## config.mk

```make
export PLATFORM = sky130hd
export DESIGN_NAME = buffer_wr_arbiter_flat
export DESIGN_NICKNAME = d
export VERILOG_FILES = /design/src/rtl/buffer_wr_arbiter_pkg.sv /design/src/rtl/buffer_wr_arbiter_if.sv /design/src/rtl/buffer_wr_arbiter_rr.sv /design/src/rtl/buffer_wr_arbiter.sv /design/src/flat_wrapper.sv
export SDC_FILE = /design/constraint.sdc
export NUM_CORES = 1
export LEC_CHECK = 0
export CORE_ASPECT_RATIO = 1.5
export CORE_MARGIN = 4
export CORE_UTILIZATION = 30
export DETAILED_ROUTE_END_ITERATION = 10
export PLACE_DENSITY = 0.86
export SYNTH_ARGS = -nofsm -noshare
export SYNTH_HDL_FRONTEND = slang
export SYNTH_SLANG_ARGS = --single-unit
```

## constraint.sdc

```tcl
create_clock -name clock -period 1.51 [get_ports clock]
set_clock_uncertainty 0.1 [all_clocks]
set_input_delay 0.453 -clock clock [delete_from_list [all_inputs] [get_ports clock]]
set_output_delay 0.453 -clock clock [all_outputs]
set_load 0.05 [all_outputs]
```

## src/rtl/buffer_wr_arbiter_pkg.sv

```systemverilog
// Shared types and default sizes for the two-requester packet-buffer write arbiter.
// Contents: FSM state enum, default DATA_W/DEPTH/TIMEOUT, one-hot grant helper.
package buffer_arb_pkg;

    localparam int unsigned DATA_W_DEF  = 8;
    localparam int unsigned DEPTH_DEF   = 64;
    localparam int unsigned TIMEOUT_DEF = 255;

    typedef enum logic [1:0] {
        IDLE   = 2'd0,
        GRANT  = 2'd1,
        COMMIT = 2'd2,
        ABORT  = 2'd3
    } state_t;

    // Requester index to one-hot grant vector.
    function automatic logic [1:0] onehot2(input logic idx);
        return idx ? 2'b10 : 2'b01;
    endfunction

endpackage

```

## src/rtl/buffer_wr_arbiter_if.sv

```systemverilog
// Bus bundle between the two write requesters, the arbiter and the packet buffer.
// slave  : arbiter view (requests/writes/buf_full in; grant and buffer controls out).
// master : environment view (the mirror image).
interface buffer_wr_arbiter_if
    import buffer_arb_pkg::*;
#(
    parameter int unsigned DATA_W = DATA_W_DEF,
    parameter int unsigned DEPTH  = DEPTH_DEF
);
    localparam int unsigned ADDR_W = $clog2(DEPTH);

    logic [1:0]        req;
    logic [1:0]        wr_en;
    logic [ADDR_W-1:0] wr_addr0;
    logic [ADDR_W-1:0] wr_addr1;
    logic [DATA_W-1:0] wr_data0;
    logic [DATA_W-1:0] wr_data1;
    logic [1:0]        last;
    logic [1:0]        grant;
    logic              buf_full;
    logic              buf_next;
    logic              buf_we;
    logic [ADDR_W-1:0] buf_addr;
    logic [DATA_W-1:0] buf_data;
    logic              buf_commit;
    logic              buf_abort;
    logic [ADDR_W:0]   pkt_len;
    logic              overflow;

    modport slave (
        input  req, wr_en, wr_addr0, wr_addr1, wr_data0, wr_data1, last, buf_full,
        output grant, buf_next, buf_we, buf_addr, buf_data, buf_commit, buf_abort,
               pkt_len, overflow
    );

    modport master (
        output req, wr_en, wr_addr0, wr_addr1, wr_data0, wr_data1, last, buf_full,
        input  grant, buf_next, buf_we, buf_addr, buf_data, buf_commit, buf_abort,
               pkt_len, overflow
    );

endinterface

```

## src/rtl/buffer_wr_arbiter_rr.sv

```systemverilog
// 2-way round-robin pointer and winner select.
// Ports: clock, reset (sync, active-low), req (requests), upd (release pulse),
//        done_idx (requester being released), win_c (combinational winner index).
module buffer_arb_rr
    import buffer_arb_pkg::*;
(
    input  logic       clock,
    input  logic       reset,
    input  logic [1:0] req,
    input  logic       upd,
    input  logic       done_idx,
    output logic       win_c
);

    logic pref_q;

    // Preferred requester for a tie; the one just released loses the next tie.
    always_ff @(posedge clock) begin
        if (!reset) begin
            pref_q <= 1'b0;
        end else if (upd) begin
            pref_q <= ~done_idx;
        end
    end

    // Tie goes to the preferred side, otherwise the only requester wins.
    assign win_c = (req == 2'b11) ? pref_q : req[1];

endmodule

```

## src/rtl/buffer_wr_arbiter.sv

```systemverilog
// Arbitrates two requesters for the write side of a packet buffer: opens a slot,
// forwards the owner's words, then commits (on last) or aborts (owner drops req).
// Ports: clock, reset (sync, active-low), bus (buffer_wr_arbiter_if.slave).
// Build option: BUFFER_ARB_TIMEOUT_EN adds an idle-grant timer that aborts after
// TIMEOUT cycles without a forwarded write.
module buffer_wr_arbiter
    import buffer_arb_pkg::*;
#(
    parameter int unsigned DATA_W  = DATA_W_DEF,
    parameter int unsigned DEPTH   = DEPTH_DEF,
    parameter int unsigned TIMEOUT = TIMEOUT_DEF
) (
    input  logic               clock,
    input  logic               reset,
    buffer_wr_arbiter_if.slave bus
);

    localparam int unsigned ADDR_W = $clog2(DEPTH);
    localparam int unsigned PLEN_W = ADDR_W + 1;

    state_t            state_q, state_d;
    logic              owner_q;
    logic [1:0]        grant_q;
    logic [PLEN_W-1:0] pkt_len_q;
    logic              overflow_q;

    logic              win_c;
    logic              upd_c;
    logic              buf_next_c;
    logic              start_c;
    logic              wr_hit_c;
    logic              room_c;
    logic              fwd_c;
    logic              close_c;
    logic              tmo_c;
    logic [ADDR_W-1:0] addr_c;
    logic [DATA_W-1:0] data_c;

    buffer_arb_rr u_rr (
        .clock    (clock),
        .reset    (reset),
        .req      (bus.req),
        .upd      (upd_c),
        .done_idx (owner_q),
        .win_c    (win_c)
    );

    // Owner write qualification; writes past DEPTH are dropped but still seen for last.
    assign start_c  = (state_q == IDLE) && !bus.buf_full && (|bus.req);
    assign wr_hit_c = (state_q == GRANT) && bus.wr_en[owner_q];
    assign room_c   = (pkt_len_q != PLEN_W'(DEPTH));
    assign fwd_c    = wr_hit_c && room_c;
    assign close_c  = wr_hit_c && bus.last[owner_q];
    assign addr_c   = owner_q ? bus.wr_addr1 : bus.wr_addr0;
    assign data_c   = owner_q ? bus.wr_data1 : bus.wr_data0;

    // Next-state and pulse decode.
    always_comb begin
        state_d    = state_q;
        buf_next_c = 1'b0;
        upd_c      = 1'b0;
        case (state_q)
            IDLE: begin
                if (start_c) begin
                    state_d    = GRANT;
                    buf_next_c = 1'b1;
                end
            end
            GRANT: begin
                if (close_c) begin
                    state_d = COMMIT;
                end else if (!bus.req[owner_q] || tmo_c) begin
                    state_d = ABORT;
                end
            end
            COMMIT, ABORT: begin
                state_d = IDLE;
                upd_c   = 1'b1;
            end
            default: state_d = IDLE;
        endcase
    end

    // State, ownership, packet length and sticky overflow.
    always_ff @(posedge clock) begin
        if (!reset) begin
            state_q    <= IDLE;
            owner_q    <= 1'b0;
            grant_q    <= 2'b00;
            pkt_len_q  <= '0;
            overflow_q <= 1'b0;
        end else begin
            state_q <= state_d;
            if (buf_next_c) begin
                owner_q   <= win_c;
                grant_q   <= onehot2(win_c);
                pkt_len_q <= '0;
            end else begin
                if (state_d != GRANT) begin
                    grant_q <= 2'b00;
                end
                if (fwd_c) begin
                    pkt_len_q <= pkt_len_q + PLEN_W'(1);
                end
            end
            if (wr_hit_c && !room_c) begin
                overflow_q <= 1'b1;
            end
        end
    end

`ifdef BUFFER_ARB_TIMEOUT_EN
    localparam int unsigned TMR_W = $clog2(TIMEOUT + 1);
    logic [TMR_W-1:0] tmr_q;

    // Idle-grant timer: restarts on slot open and on every forwarded word.
    always_ff @(posedge clock) begin
        if (!reset) begin
            tmr_q <= '0;
        end else if (buf_next_c || fwd_c) begin
            tmr_q <= '0;
        end else if ((state_q == GRANT) && !tmo_c) begin
            tmr_q <= tmr_q + TMR_W'(1);
        end
    end

    assign tmo_c = (state_q == GRANT) && (tmr_q == TMR_W'(TIMEOUT));
`else
    // TIMEOUT only matters when the idle timer is built in.
    logic unused_timeout;
    assign unused_timeout = (TIMEOUT == 0);
    assign tmo_c          = 1'b0;
`endif

    assign bus.grant      = grant_q;
    assign bus.buf_next   = buf_next_c;
    assign bus.buf_we     = fwd_c;
    assign bus.buf_addr   = addr_c;
    assign bus.buf_data   = data_c;
    assign bus.buf_commit = (state_q == COMMIT);
    assign bus.buf_abort  = (state_q == ABORT);
    assign bus.pkt_len    = pkt_len_q;
    assign bus.overflow   = overflow_q;

endmodule

```

## src/flat_wrapper.sv

```systemverilog
// flat-port wrapper written by rule: the top's interface ports become plain ports
module buffer_wr_arbiter_flat import buffer_arb_pkg::*;
#(
    parameter int unsigned DATA_W  = DATA_W_DEF,
    parameter int unsigned DEPTH   = DEPTH_DEF,
    parameter int unsigned TIMEOUT = TIMEOUT_DEF
)
  (clock, reset, bus_req, bus_wr_en, bus_wr_addr0, bus_wr_addr1, bus_wr_data0, bus_wr_data1, bus_last, bus_buf_full, bus_grant, bus_buf_next, bus_buf_we, bus_buf_addr, bus_buf_data, bus_buf_commit, bus_buf_abort, bus_pkt_len, bus_overflow);
  buffer_wr_arbiter_if #(.DATA_W(DATA_W), .DEPTH(DEPTH)) bus_i ();
  input  logic clock;
  input  logic reset;
  input wire logic [$bits(bus_i.req)-1:0] bus_req;
  input wire logic [$bits(bus_i.wr_en)-1:0] bus_wr_en;
  input wire logic [$bits(bus_i.wr_addr0)-1:0] bus_wr_addr0;
  input wire logic [$bits(bus_i.wr_addr1)-1:0] bus_wr_addr1;
  input wire logic [$bits(bus_i.wr_data0)-1:0] bus_wr_data0;
  input wire logic [$bits(bus_i.wr_data1)-1:0] bus_wr_data1;
  input wire logic [$bits(bus_i.last)-1:0] bus_last;
  input wire logic [$bits(bus_i.buf_full)-1:0] bus_buf_full;
  output wire logic [$bits(bus_i.grant)-1:0] bus_grant;
  output wire logic [$bits(bus_i.buf_next)-1:0] bus_buf_next;
  output wire logic [$bits(bus_i.buf_we)-1:0] bus_buf_we;
  output wire logic [$bits(bus_i.buf_addr)-1:0] bus_buf_addr;
  output wire logic [$bits(bus_i.buf_data)-1:0] bus_buf_data;
  output wire logic [$bits(bus_i.buf_commit)-1:0] bus_buf_commit;
  output wire logic [$bits(bus_i.buf_abort)-1:0] bus_buf_abort;
  output wire logic [$bits(bus_i.pkt_len)-1:0] bus_pkt_len;
  output wire logic [$bits(bus_i.overflow)-1:0] bus_overflow;
  assign bus_i.req = bus_req;
  assign bus_i.wr_en = bus_wr_en;
  assign bus_i.wr_addr0 = bus_wr_addr0;
  assign bus_i.wr_addr1 = bus_wr_addr1;
  assign bus_i.wr_data0 = bus_wr_data0;
  assign bus_i.wr_data1 = bus_wr_data1;
  assign bus_i.last = bus_last;
  assign bus_i.buf_full = bus_buf_full;
  assign bus_grant = bus_i.grant;
  assign bus_buf_next = bus_i.buf_next;
  assign bus_buf_we = bus_i.buf_we;
  assign bus_buf_addr = bus_i.buf_addr;
  assign bus_buf_data = bus_i.buf_data;
  assign bus_buf_commit = bus_i.buf_commit;
  assign bus_buf_abort = bus_i.buf_abort;
  assign bus_pkt_len = bus_i.pkt_len;
  assign bus_overflow = bus_i.overflow;
  buffer_wr_arbiter #(.DATA_W(DATA_W), .DEPTH(DEPTH), .TIMEOUT(TIMEOUT)) u_core (.clock(clock), .reset(reset), .bus(bus_i));
endmodule
```

==> results.toml <==
[run_status]
status = "finished, violations left"
failed_checks = "negative setup slack"

[logic_synthesis]
synth.distinct_cells = 30
yosysTopAreaCell = "dfxtp_1"
synthCells = 94
seq_area_frac_synth = 0.320
yosysTopAreaCellShare = 0.320
syn-cell-area_um2 = 877
ys_ff_latch = 14
avgSynthCellArea_um2 = 9.33
ys.flop_type = "dfxtp_1"
ys_warn_count = 0
synth.area.top_cells = "dfxtp_1, mux2_2, xnor2_1"
syn-num-nets = 133
synthArstFlopShare = 0
synth-edff-count = 0

[setup_path]
worst_r2r_path_depth = 6
worstReg2RegEnd = "u_core.bus.pkt_len[6]"
reg2reg_from = "u_core.bus.pkt_len[1]"
worstPathMaxFanout = 2
crit_start = "u_core.bus.pkt_len[0]"
crit_chain = "inv_2 -> ha_4 -> nor2b_4 -> a311oi_4 -> buf_12"
cp_slowest_stage_delay_ns = 0.35
r2r_slack_ns = -0.21
critical_path.endpoint = "bus_buf_we"
end_kind = "primary output"
crit_path_start_kind = "register"
crit_required_ns = 0.96
crit_arrival_ns = 1.43
crit_slowest_cell = "dfxtp_4"
critPathKind = "reg2out"

[power]
combPwrFrac = 0.466
ir_drop_mv = 0.502
p_total_mw = 1.34
p_leak_nw = 1.01
pwr-share-clk = 0.243
p_int_uw = 881
net-switching-power_uw = 455
swShare = 0.341
power_frac_seq = 0.291
pwr_density_cell_nw_per_um2 = 567

[final_layout]
insertedDiodeCount = 0
seq_area_um2 = 303
stdcell_count = 225
multiInputGateArea_um2 = 806
nNetsFinal = 228
fillers = 126
drive_above_1_share = 0.590
area_growth_pct = 169
fin_util = 0.862

[sta]
max_freq_mhz = 504
tightestPinTransition_ns = 0.447
setup_ws_ns = -0.472
finalCritPeriodShare = 1.31
slew_headroom = 0.701
slew_viol_final = 0
finalCriticalPeriod_ns = 1.98
final-hold-violation-count = 0
setup_violations = 24
rsz0062_at_grt = "yes"

[drt]
wire_per_inst_um = 19.9
drt-total-wl_mm = 4.48
vias = 1148
vias_per_cell = 5.10
drt_pass1_iterations = 4
drc = 0
ant_nets = 0
drtIter0Drc = 19

[grt]
grt-ovfl-total = 0
grt_pass1_vias = 1402
grt_max_degree = 9
grt_use_total = 0.231
antenna_found_initial = 0
grt_pass1_wl_mm = 6.34

[floorplan]
dieHeight_um = 74.2
placementRows = 23
io-pin-count = 65
die_area_um2 = 3870
start_util = 0.321
core-area_um2 = 2730
die_w_um = 52.2

[placement]
portBuffers = 64
place_inst = 216
hpwl_mm = 3.25
place_congestion = 0.880

[clock_network]
clock-sinks = 14
cts_buffer_depth = 2
cts_buffers = 3
clockRootBuffer = "clkbuf_8"
cts_tree = "built"
path_clk_slew_ns = 0.06
htree_num_levels = 1
insertion_delay_ns = 0.26

[job]
drv_cap = 0

[hold_path]
hold_path.class = "reg2reg"
[power groups by stage]
stage,clock [mW],combinational (mW),sequential (mW)
3_5_place_dp,0,0.580,0.397
2_1_floorplan,0,0.236,0.408
6_report,0.325,0.622,0.388
4_1_cts,0.324,0.588,0.388
5_1_grt,0.349,0.646,0.389
3_3_place_gp,0,0.562,0.395
[placed cells by master, fill, tap and decap left out, types with 4 or more instances in the layout]
cell type       n
nor2_1          7
buf_12         31
dlygate4sd2_1  30
mux2_4         14
buf_4          22
nand2_1         8
dfxtp_1         4
nor2b_1         4
dfxtp_4         4
xnor2_1         4
dfxtp_2         6
[critical path: cells and delay by family (launching register included)]
| family | cells | cell delay, ns |
|---|---|---|
| flops | 1 | 0.35 |
| buf+inv | 2 | 0.24 |
| simple gates | 1 | 0.13 |
| compound gates | 1 | 0.30 |
| fa+ha+maj | 1 | 0.15 |
[metal layers]
| metal | track usage | wire length [um] | up-vias |
|---|---|---|---|
| li1 | - | - | 523 |
| met1 | 0.189 | 1480 | 543 |
| met2 | 0.425 | 2380 | 70 |
| met3 | 0.122 | 483 | 12 |
| met4 | 0.136 | 133 | 0 |
| met5 | 0 | 0 | - |
[cells in the mapped netlist, drive strengths merged (2+ instances only)]
cell	n
dfxtp	14
mux2	14
nor2	10
nand2	9
nor2b	6
xnor2	5
inv	4
nand3	4
a21boi	3
mux2i	3
nor3	3
a311oi	2
and2	2
buf	2
ha	2
[flip-flops by register name (all words and copies together) (netlist names)]
| register | cells |
|---|---|
| u_core.bus.overflow | 1 |
| u_core.bus.pkt_len | 7 |
| u_core.u_rr.pref_q | 1 |
| u_core.bus.grant | 2 |
| u_core.owner_q | 1 |
| u_core.state_q | 2 |
[worst min path at each step]
stage	from	cells after the start	endpoint
after floorplan	u_core.u_rr.pref_q	3	u_core.u_rr.pref_q
after global placement	u_core.bus.grant[0]	1	u_core.bus.grant[0]
after detailed placement	u_core.bus.grant[0]	1	u_core.bus.grant[0]
final	u_core.bus.grant[0]	1	u_core.bus.grant[0]
after CTS	u_core.bus.grant[0]	1	u_core.bus.grant[0]
after global routing	u_core.bus.grant[0]	1	u_core.bus.grant[0]
[cells by family after synthesis]
logic type | count (synthesis) | share of synthesized area
fa+ha+maj | 2 | 0.0285
xor+xnor | 5 | 0.0499
mux | 17 | 0.218
buf+inv | 6 | 0.0285
simple gates | 39 | 0.234
compound gates | 11 | 0.121
flops | 14 | 0.320
[timing repair]
item,CTS,global route
pin swaps,3,16
setup endpoints to repair,30,29
cloned,0,0
resized for setup,59,31
buffers inserted,5,4
hold buffers,0,0
[area by class of cell]
class / instances / share of cell area
repair buffers: 92 / 0.480
multi-input cells: 74 / 0.342
flip-flops and latches: 14 / 0.128
well taps: 37 / 0.0196
clock buffers: 3 / 0.0175
inverters: 4 / 0.0106
clock inverters: 1 / 0.00159
[per-stage QoR]
stage / TNS [ns] / area, um^2 / setup WS, ns / hold slack, ns
after global placement: -11.94 / 2100 / -0.675 / 0.394
after floorplan: -1.83 / 958 / -0.512 / 0.464
after global routing: -7.15 / 2360 / -0.485 / 0.436
after CTS: -5.87 / 2200 / -0.527 / 0.410
final: -6.35 / 2360 / -0.472 / 0.414
after detailed placement: -13.19 / 2100 / -0.746 / 0.398
(Power assumes the default switching activity.)
